File: src/rtl/text_mode_pkg.sv
// Shared timing constants and helpers for the 80x30 text-mode fetch path.
// Cell indices are row*COLS+col and fit in 12 bits.
package text_mode_pkg;

  localparam int COLS      = 80;
  localparam int ROWS      = 30;
  localparam int H_VISIBLE = 640;
  localparam int H_TOTAL   = 800;
  localparam int V_VISIBLE = 480;
  localparam int V_TOTAL   = 525;
  localparam int CHAR_BASE = 32;
  localparam int GLYPHS    = 128;
  localparam int CELL_W    = 12;
  localparam int NUM_CELLS = COLS * ROWS;
  localparam int H_CELLS   = H_TOTAL / 8;

  localparam logic [7:0] CHAR_LO = 8'(CHAR_BASE);
  localparam logic [7:0] CHAR_HI = 8'(CHAR_BASE + GLYPHS);

  typedef logic [CELL_W-1:0] cell_idx_t;

  // Owner of the text RAM port in the current cycle.
  typedef enum logic [1:0] {
    SLOT_IDLE,
    SLOT_DISPLAY,
    SLOT_HOST
  } ram_slot_t;

  // Codes outside the ROM range, and fetches of off-screen cells, render blank.
  function automatic logic glyph_blank(input logic [7:0] code, input logic valid);
    return !valid || (code < CHAR_LO) || (code >= CHAR_HI);
  endfunction

endpackage

File: src/rtl/text_host_arb.sv
// Text RAM port arbitration: display slots win, the host takes any other cycle.
// One transaction at a time; the ack cycle itself is never granted.
module text_host_arb
  import text_mode_pkg::*;
(
  input  logic        clk,
  input  logic        rst,
  input  logic        display_slot,
  input  logic [11:0] display_addr,
  input  logic        host_req,
  input  logic        host_we,
  input  logic [11:0] host_addr,
  input  logic [7:0]  host_wdata,
  input  logic [7:0]  ram_rdata,
  output logic [7:0]  host_rdata,
  output logic        host_ack,
  output logic [11:0] ram_addr,
  output logic        ram_we,
  output logic [7:0]  ram_wdata
);

  logic      ack_q;
  logic      rd_ok_q;
  logic      grant;
  logic      in_range;
  ram_slot_t slot;

  assign in_range = host_addr < 12'(NUM_CELLS);
  assign grant    = host_req && !ack_q && !display_slot && !rst;

  always_comb begin
    slot = SLOT_IDLE;
    if (display_slot) begin
      slot = SLOT_DISPLAY;
    end else if (grant) begin
      slot = SLOT_HOST;
    end
  end

  always_comb begin
    ram_addr  = '0;
    ram_we    = 1'b0;
    ram_wdata = '0;
    case (slot)
      SLOT_DISPLAY: ram_addr = display_addr;
      SLOT_HOST: begin
        ram_addr  = host_addr;
        ram_we    = host_we & in_range;
        ram_wdata = host_wdata;
      end
      default: ;
    endcase
  end

  always_ff @(posedge clk) begin
    if (rst) begin
      ack_q   <= 1'b0;
      rd_ok_q <= 1'b0;
    end else begin
      ack_q   <= grant;
      rd_ok_q <= grant & !host_we & in_range;
    end
  end

  // RAM read latency is one cycle, so read data lines up with the ack.
  assign host_ack   = ack_q;
  assign host_rdata = rd_ok_q ? ram_rdata : 8'h00;

endmodule

File: src/rtl/text_fetch_sched.sv
// Per-cell text fetch: code read at phase 0, glyph address at phase 2,
// glyph byte at phase 3, pixel register reload at phase 7, one pixel per clock.
module text_fetch_sched
  import text_mode_pkg::*;
(
  input  logic        clk,
  input  logic        rst,
  input  logic [9:0]  hcount,
  input  logic [9:0]  vcount,
  input  logic        host_req,
  input  logic        host_we,
  input  logic [11:0] host_addr,
  input  logic [7:0]  host_wdata,
  output logic [7:0]  host_rdata,
  output logic        host_ack,
  output logic [11:0] ram_addr,
  output logic        ram_we,
  output logic [7:0]  ram_wdata,
  input  logic [7:0]  ram_rdata,
  output logic [10:0] rom_addr,
  input  logic [7:0]  rom_q,
  output logic        pixel,
  output logic        pixel_de
);

  logic [2:0] phase;
  logic [6:0] hcell;
  logic [6:0] tc;
  logic [9:0] tl;
  logic       line_end;
  logic       fetch_valid;
  logic       display_slot;
  logic       de;
  logic       blank;
  cell_idx_t  disp_addr;
  logic [6:0] glyph_idx;

  logic [7:0] code;
  logic [3:0] row;
  logic       valid1;
  logic [7:0] glyph_next;
  logic [7:0] glyph_cur;

  assign phase = hcount[2:0];
  assign hcell = hcount[9:3];

  // Fetch one cell ahead; the last cell of a line prefetches column 0 of the next line.
  assign tc       = (hcell == 7'(H_CELLS - 1)) ? 7'd0 : hcell + 7'd1;
  assign line_end = hcount >= 10'(H_TOTAL - 8);
  assign tl       = !line_end ? vcount :
                    (vcount == 10'(V_TOTAL - 1)) ? 10'd0 : vcount + 10'd1;

  assign fetch_valid  = (tc < 7'(COLS)) && (tl < 10'(V_VISIBLE));
  assign display_slot = (phase == 3'd0) && fetch_valid;
  assign disp_addr    = 12'(tl[9:4]) * 12'(COLS) + 12'(tc);
  assign de           = (hcount < 10'(H_VISIBLE)) && (vcount < 10'(V_VISIBLE));

  assign blank     = glyph_blank(code, valid1);
  assign glyph_idx = 7'(code - CHAR_LO);
  assign rom_addr  = {glyph_idx, row};

  always_ff @(posedge clk) begin
    if (rst) begin
      code       <= 8'h00;
      row        <= 4'h0;
      valid1     <= 1'b0;
      glyph_next <= 8'h00;
      glyph_cur  <= 8'h00;
      pixel      <= 1'b0;
      pixel_de   <= 1'b0;
    end else begin
      if (phase == 3'd1) begin
        code   <= ram_rdata;
        row    <= tl[3:0];
        valid1 <= fetch_valid;
      end
      if (phase == 3'd3) begin
        glyph_next <= blank ? 8'h00 : rom_q;
      end
      if (phase == 3'd7) begin
        glyph_cur <= glyph_next;
      end
      pixel    <= de & glyph_cur[phase];
      pixel_de <= de;
    end
  end

  text_host_arb u_arb (
    .clk          (clk),
    .rst          (rst),
    .display_slot (display_slot),
    .display_addr (disp_addr),
    .host_req     (host_req),
    .host_we      (host_we),
    .host_addr    (host_addr),
    .host_wdata   (host_wdata),
    .ram_rdata    (ram_rdata),
    .host_rdata   (host_rdata),
    .host_ack     (host_ack),
    .ram_addr     (ram_addr),
    .ram_we       (ram_we),
    .ram_wdata    (ram_wdata)
  );

endmodule

File: config.mk
export PLATFORM = sky130hd
export DESIGN_NAME = text_fetch_sched
export DESIGN_NICKNAME = d
export VERILOG_FILES = /design/src/rtl/text_mode_pkg.sv /design/src/rtl/text_host_arb.sv /design/src/rtl/text_fetch_sched.sv
export SDC_FILE = /design/constraint.sdc
export NUM_CORES = 1
export LEC_CHECK = 0
export CAP_MARGIN = 20
export CORE_ASPECT_RATIO = 0.5
export CORE_UTILIZATION = 40
export DETAILED_ROUTE_END_ITERATION = 6
export MAX_ROUTING_LAYER = met4
export PLACE_DENSITY = 0.75
export REMOVE_ABC_BUFFERS = 1
export SYNTH_ARGS = -nofsm -noshare
export SYNTH_HDL_FRONTEND = slang
export SYNTH_SLANG_ARGS = --single-unit
File: constraint.sdc
create_clock -name clk -period 5.41 [get_ports clk]
set_clock_uncertainty 0.05 [all_clocks]
set_input_delay 0.8115 -clock clk [delete_from_list [all_inputs] [get_ports clk]]
set_output_delay 0.8115 -clock clk [all_outputs]
set_load 0.005 [all_outputs]
# Yosys cells after proc, flatten, opt, wreduce, memory -nomap -nowiden

Cells that the tools add are included.

Word-level logic and storage cells: 60
Output and inout port bits: 43
Input port bits: 60
Register bits after elaboration: 33

Eq/ne operators: 7
$lt $le $gt $ge: 9
Bitwise gates (word level): 4
Add/sub/neg operators: 4
Reductions and logical operators: 14
$mul: 1
Mux-type cells: 12

Operator list:

| cell                                                                          | count |
|---|---|
| 8-bit 2-to-1 mux                                                              | 3 |
| 12-bit one-hot mux with 2 select lines                                        | 1 |
| 10-bit by 9-bit less-than comparator with 1-bit output, second input constant | 2 |
| 10-bit 2-to-1 mux                                                             | 2 |
| 12-bit by 7-bit adder with 12-bit output                                      | 1 |
| 12-bit less-than comparator, second input constant                            | 1 |
| 10-bit by 1-bit adder with 10-bit output, second input constant               | 1 |
| 10-bit == test, second input constant                                         | 1 |
| 10-bit greater-or-equal comparator, second input constant                     | 1 |
| 10-bit less-than comparator, second input constant                            | 1 |
| 8-bit greater-or-equal comparator, second input constant                      | 1 |
| 8-bit by 6-bit less-than comparator with 1-bit output, second input constant  | 1 |
| 6-bit by 3-bit multiplier with 8-bit output, second input constant            | 1 |
| 7-bit by 1-bit adder with 7-bit output, second input constant                 | 1 |
| 7-bit == test, second input constant                                          | 1 |
| 7-bit less-than comparator, second input constant                             | 1 |
| 7-bit 2-to-1 mux                                                              | 1 |
| 7-bit by 6-bit subtractor with 7-bit output, second input constant            | 1 |
| 1-bit logical AND                                                             | 6 |
| 1-bit logical NOT                                                             | 5 |
| 1-bit bitwise AND                                                             | 4 |
| 3-bit by 4-bit less-than comparator with 1-bit output, second input constant  | 1 |
| 2-bit 2-to-1 mux                                                              | 2 |
| 1-bit binary-select mux with 3-bit select                                     | 1 |
| 8 further kinds                                                               | 10 |

# Logic depth before layout (Yosys ltp)

Gate-level depths: netlist (run 1).

Depth after elaboration: 13
Gate-level depth with buffers: 14
Gate-level depth less buffers: 14

# Modules after synthesis

A second synthesis (run 1) with hierarchy kept.

Cell total of the unflattened synthesis: 281
Area total of the unflattened synthesis: 2,432.3 µm²

By module, submodules not included:

| module           | cells an instance | area each (µm²) | sequential area each (µm²) | instances |
|---|---|---|---|---|
| text_fetch_sched | 241               | 2,100.8         | 620.6                      | 1 |
| text_host_arb    | 40                | 331.6           | 40.0                       | 1 |

# Worst setup path after synthesis (run 1)

Ideal clock, no wire load.

Path type: input -> output
Start: input port hcount[5]
End: output port ram_addr[11]
Arrival time: 3.456 ns
Cell stages on the path: 14
Required time: 4.549 ns
Slack: 1.092 ns
Path through: buf_6 > a2111oi_4 > or2_1 > buf_6 > nor2_1 > xor2_1 > ha_1 > ha_1 > fa_1 > nand2_1 > nor2_1 > nand3_1 > xnor2_1 > mux2i_1

Word-level cells in the longest chain between the ends: 12

Ends and longest elaborated chain:

| what                                                                              | RTL line               | RTL |
|---|---|---|
| start, declared                                                                   | text_fetch_sched.sv:8  | `input logic [9:0] hcount,` |
| branches (longest 11 deep; another with 12-bit by 7-bit adder with 12-bit output) | n/a                    |  |
| 12-bit one-hot mux with 2 select lines *                                          | text_host_arb.sv:44    | `case (slot)` |
| end, declared                                                                     | text_fetch_sched.sv:16 | `output logic [11:0] ram_addr,` |

Every way passes the cells marked *.

# Final worst setup path (run 1)

Start: input port vcount[2]
End: output port ram_addr[10]

Word-level cells in the longest chain between the ends: 13

Ends and longest elaborated chain:

| what                                                                             | RTL line               | RTL |
|---|---|---|
| start, declared                                                                  | text_fetch_sched.sv:9  | `input logic [9:0] vcount,` |
| 10-bit by 1-bit adder with 10-bit output or 10-bit == test (tied branches)       | text_fetch_sched.sv:51 | `(vcount == 10'(V_TOTAL - 1)) ? 10'd0 : vcount + 10'd1;` |
| 10-bit 2-to-1 mux                                                                | text_fetch_sched.sv:51 |  |
| 10-bit 2-to-1 mux *                                                              | text_fetch_sched.sv:50 | `assign tl = !line_end ? vcount :` |
| branches (longest 9 deep; another with 12-bit by 7-bit adder with 12-bit output) | n/a                    |  |
| 12-bit one-hot mux with 2 select lines *                                         | text_host_arb.sv:44    |  |

Marked as above.

==> run metrics, run 1 <==
starting density of the core=41.7%; first-pass GRT wire length=11500 um; maximum vdd drop=around 0.27 mV; CTS Buf Count=5; final wirelength=7070 um; Yosys Warn Count=0; Post-Layout Cell Count=between 500 and 600; Data required, critical path=4.55 ns; critical path class=primary input to output pin; leakage=1.64 nW; Setup crit start=vcount[2]; Distinct cells, synth=51; top cell family by delay on the critical path=buffers and inverters; highest cell delay on the worst timing path=0.60 ns; clk_lat worst skew=0.27 ns; Tcrit/Tclk final=95.9%; ys flop type=dfxtp_1; Antenna diodes=0; Startpoint Class=primary input; Finish-stage setup viols=0; utilization after layout=63.6%; core footprint=6110 um2; clock transition at the registers of the reported paths=0.05 ns; Cell Area, Placed=about 3700 um2; drt initial violations=~90; Pwr Total=0.747 mW; Yosys top cell by area=dfxtp_1; Post-route DRC=0; DR vias/cell=around 5.3; grt ovf=0; worst path buffer plus inverter count=2; FF-to-FF Start=code[5]; Die H=58.4 um; Post-Syn Area=2550 um2; fill cell count=530; Final ANT Viol Nets=0; minimum period implied by the final worst setup slack=5.19 ns; Cells after Synth=between 300 and 400; row count=20; final hold slack=approximately 0.43 ns; DP HPWL=between 5000 and 6000 um; worst-path maximum fanout=7; drt wl/cell=between 10 and 15 um; via count=around 2700; CTS HTree Levels=2; Hold Buf Count CTS=0; hold_sp=code[6]; GRT Total Usage=22.2%; max-slew violations=0; CTS tree=built; Seq/Total Area, Yosys=25.9%; PwrDens=192 nW/um2; max-cap viol count=0; fin area=3880 um2; Worst-Margin Slew=0.990 ns; I/O Pins=103; gpl congestion=0.840; placed cells=496; Synth async-reset ratio=0%; input/output buffers=102; Synth top area share=25.9%; setup slack after layout=0.219 ns; Worst path slowest cell=clkdlybuf4s50_1; area grow syn2layout=52.5%; clock buffer depth=2; maximum clock frequency=slightly below 0.2 GHz; Layout Nets=495; DR pass1 iterations=6; initial antenna violation count=0; Post-synth EDFFs=0; clock sink count=33; Critical Path AT=between 4 and 5 ns; vias in the first global route=2442; Mean Syn Cell Area=8.16 um2; pre-CTS WS=-0.0628 ns; CTS Root Buffer Type=clkbuf_16; largest net degree at the start of global routing=33; Slew Limit Headroom=33.8%; top cells by area, synth=dfxtp_1 26%, mux2i_1 8.6%, ha_1 7.4%; crit end category=output pin; Worst Hold Class=flop to flop; final hold vios=0; Die Width=115 um; final setup TNS=0 ns; share of layout cells above drive strength 1=10.5%; status=complete, no violations; crit path cell chain=clkdlybuf4s50_1 -> nand3_1 -> nor4_2 -> xor2_1 -> ha_1 -> ha_1 -> fa_1 -> xor2_2 -> nand3_1 -> xor2_1 -> mux2i_1 -> clkdlybuf4s50_1; flops & latches, synth=33; Die Area=approximately 6700 um2
[cells by family (layout without fill, tap and decap cells)]
kind of cell | count (synthesis) | in the layout | synth area share, %
buffers and inverters | 35 | 142 | 7.27
AND/OR/NAND/NOR | 137 | 137 | 27.8
multiplexers | 25 | 25 | 10.9
flip-flops | 33 | 33 | 25.9
adder cells (fa/ha/maj) | 17 | 17 | 8.94
XOR/XNOR | 15 | 15 | 5.16
AO/OA/AOI/OAI | 50 | 50 | 14.0
[final cells by class]
cell class / instances / area, um2 / area share, %
Clock buffer: 7 / 153 / 3.93
Clock inverter: 1 / 5.00 / 0.129
Inverter: 11 / 41.3 / 1.06
Multi-Input combinational cell: 244 / 1730 / 44.6
Sequential cell: 33 / 661 / 17.0
Tap cell: 88 / 110 / 2.84
Timing Repair Buffer: 123 / 1180 / 30.5
[worst register-to-register path, stage by stage, from the launching register on]
cell and delay, ns:
dfxtp_1 0.40, ha_1 0.16, or4b_2 0.58, o311ai_0 0.32
o21ai_0 0.13, nor3b_1 0.25, a22oi_1 0.21, nor2_1 0.07
[registers in the layout, indices dropped and copies added, names as in the netlist]
register / count
pixel: 1
valid1: 1
u_arb.host_ack: 1
row: 4
glyph_next: 8
pixel_de: 1
code: 8
u_arb.rd_ok_q: 1
glyph_cur: 8
[power breakdown]
group / total, mW / switching (mW) / internal [mW] / leakage (nW)
sequential: 0.252 / 0.00328 / 0.248 / 0.267
combinational: 0.205 / 0.0903 / 0.115 / 1.29
clock: 0.290 / 0.0960 / 0.194 / 0.0799
[what timing repair did]
item | CTS | global route
resized for setup | 2 | 6
setup endpoints to repair | 1 | 3
setup buffers | 1 | 2
pin swaps | 1 | 4
[worst paths after layout]
check | end | slack [ns] | cells after the start
hold / removal | code[6] | 0.43 | 2
setup / recovery | ram_addr[10] | 0.22 | 12
hold reg to reg | code[6] | 0.43 | 2
setup reg to reg | glyph_next[6] | 3.12 | 7
[layout by cell type, fill, tap and decap left out, types with 4 or more instances in the layout]
cell type	netlist	routed
clkbuf_16	0	5
xnor2_1	7	7
xor2_1	8	7
nor3_1	6	6
a22oi_1	9	9
a21oi_1	17	17
o21ai_0	6	5
buf_4	5	21
mux2i_1	22	22
nand2_1	40	40
nand3_1	12	12
and3_1	10	10
dfxtp_1	33	33
inv_1	11	11
nor2_1	32	31
and2_1	11	11
ha_1	15	15
nand4_1	4	4
clkdlybuf4s50_1	0	100
[metal layers]
metal  wire [um]  up-vias  global-route usage [%]  share of wire (%)
li1            -     1320                       -                  -
met1        3270     1256                    27.0                 46
met2        3330       88                    38.2                 47
met3         425        4                    4.43                6.0
met4          46        0                    5.75               0.65
met5           0        -                       -                  0
[Yosys cell counts (all sizes together), types with 4 or more instances]
| master | n |
|---|---|
| nand2 | 40 |
| dfxtp | 33 |
| nor2 | 32 |
| mux2i | 22 |
| a21oi | 17 |
| ha | 15 |
| buf | 13 |
| nand3 | 13 |
| and2 | 11 |
| clkbuf | 11 |
| inv | 11 |
| and3 | 10 |
| a22oi | 9 |
| xor2 | 8 |
| nor4 | 7 |
| xnor2 | 7 |
| nor3 | 6 |
| o21ai | 6 |
| nand4 | 4 |
Power figures use the tool's default switching activity.
==> inputs of run 2 (changes only) <==
- CTS_CLUSTER_SIZE: not set -> 30
==> results of run 2 <==
Same layout as run 1: the final DEF is identical, and so are final timing and power.
==> inputs of run 3 (changes only) <==
- CTS_CLUSTER_DIAMETER: not set -> 120
- HOLD_SLACK_MARGIN: not set -> 0.02
==> results of run 3 <==
Same layout as run 1: the final DEF is identical, and so are final timing and power.
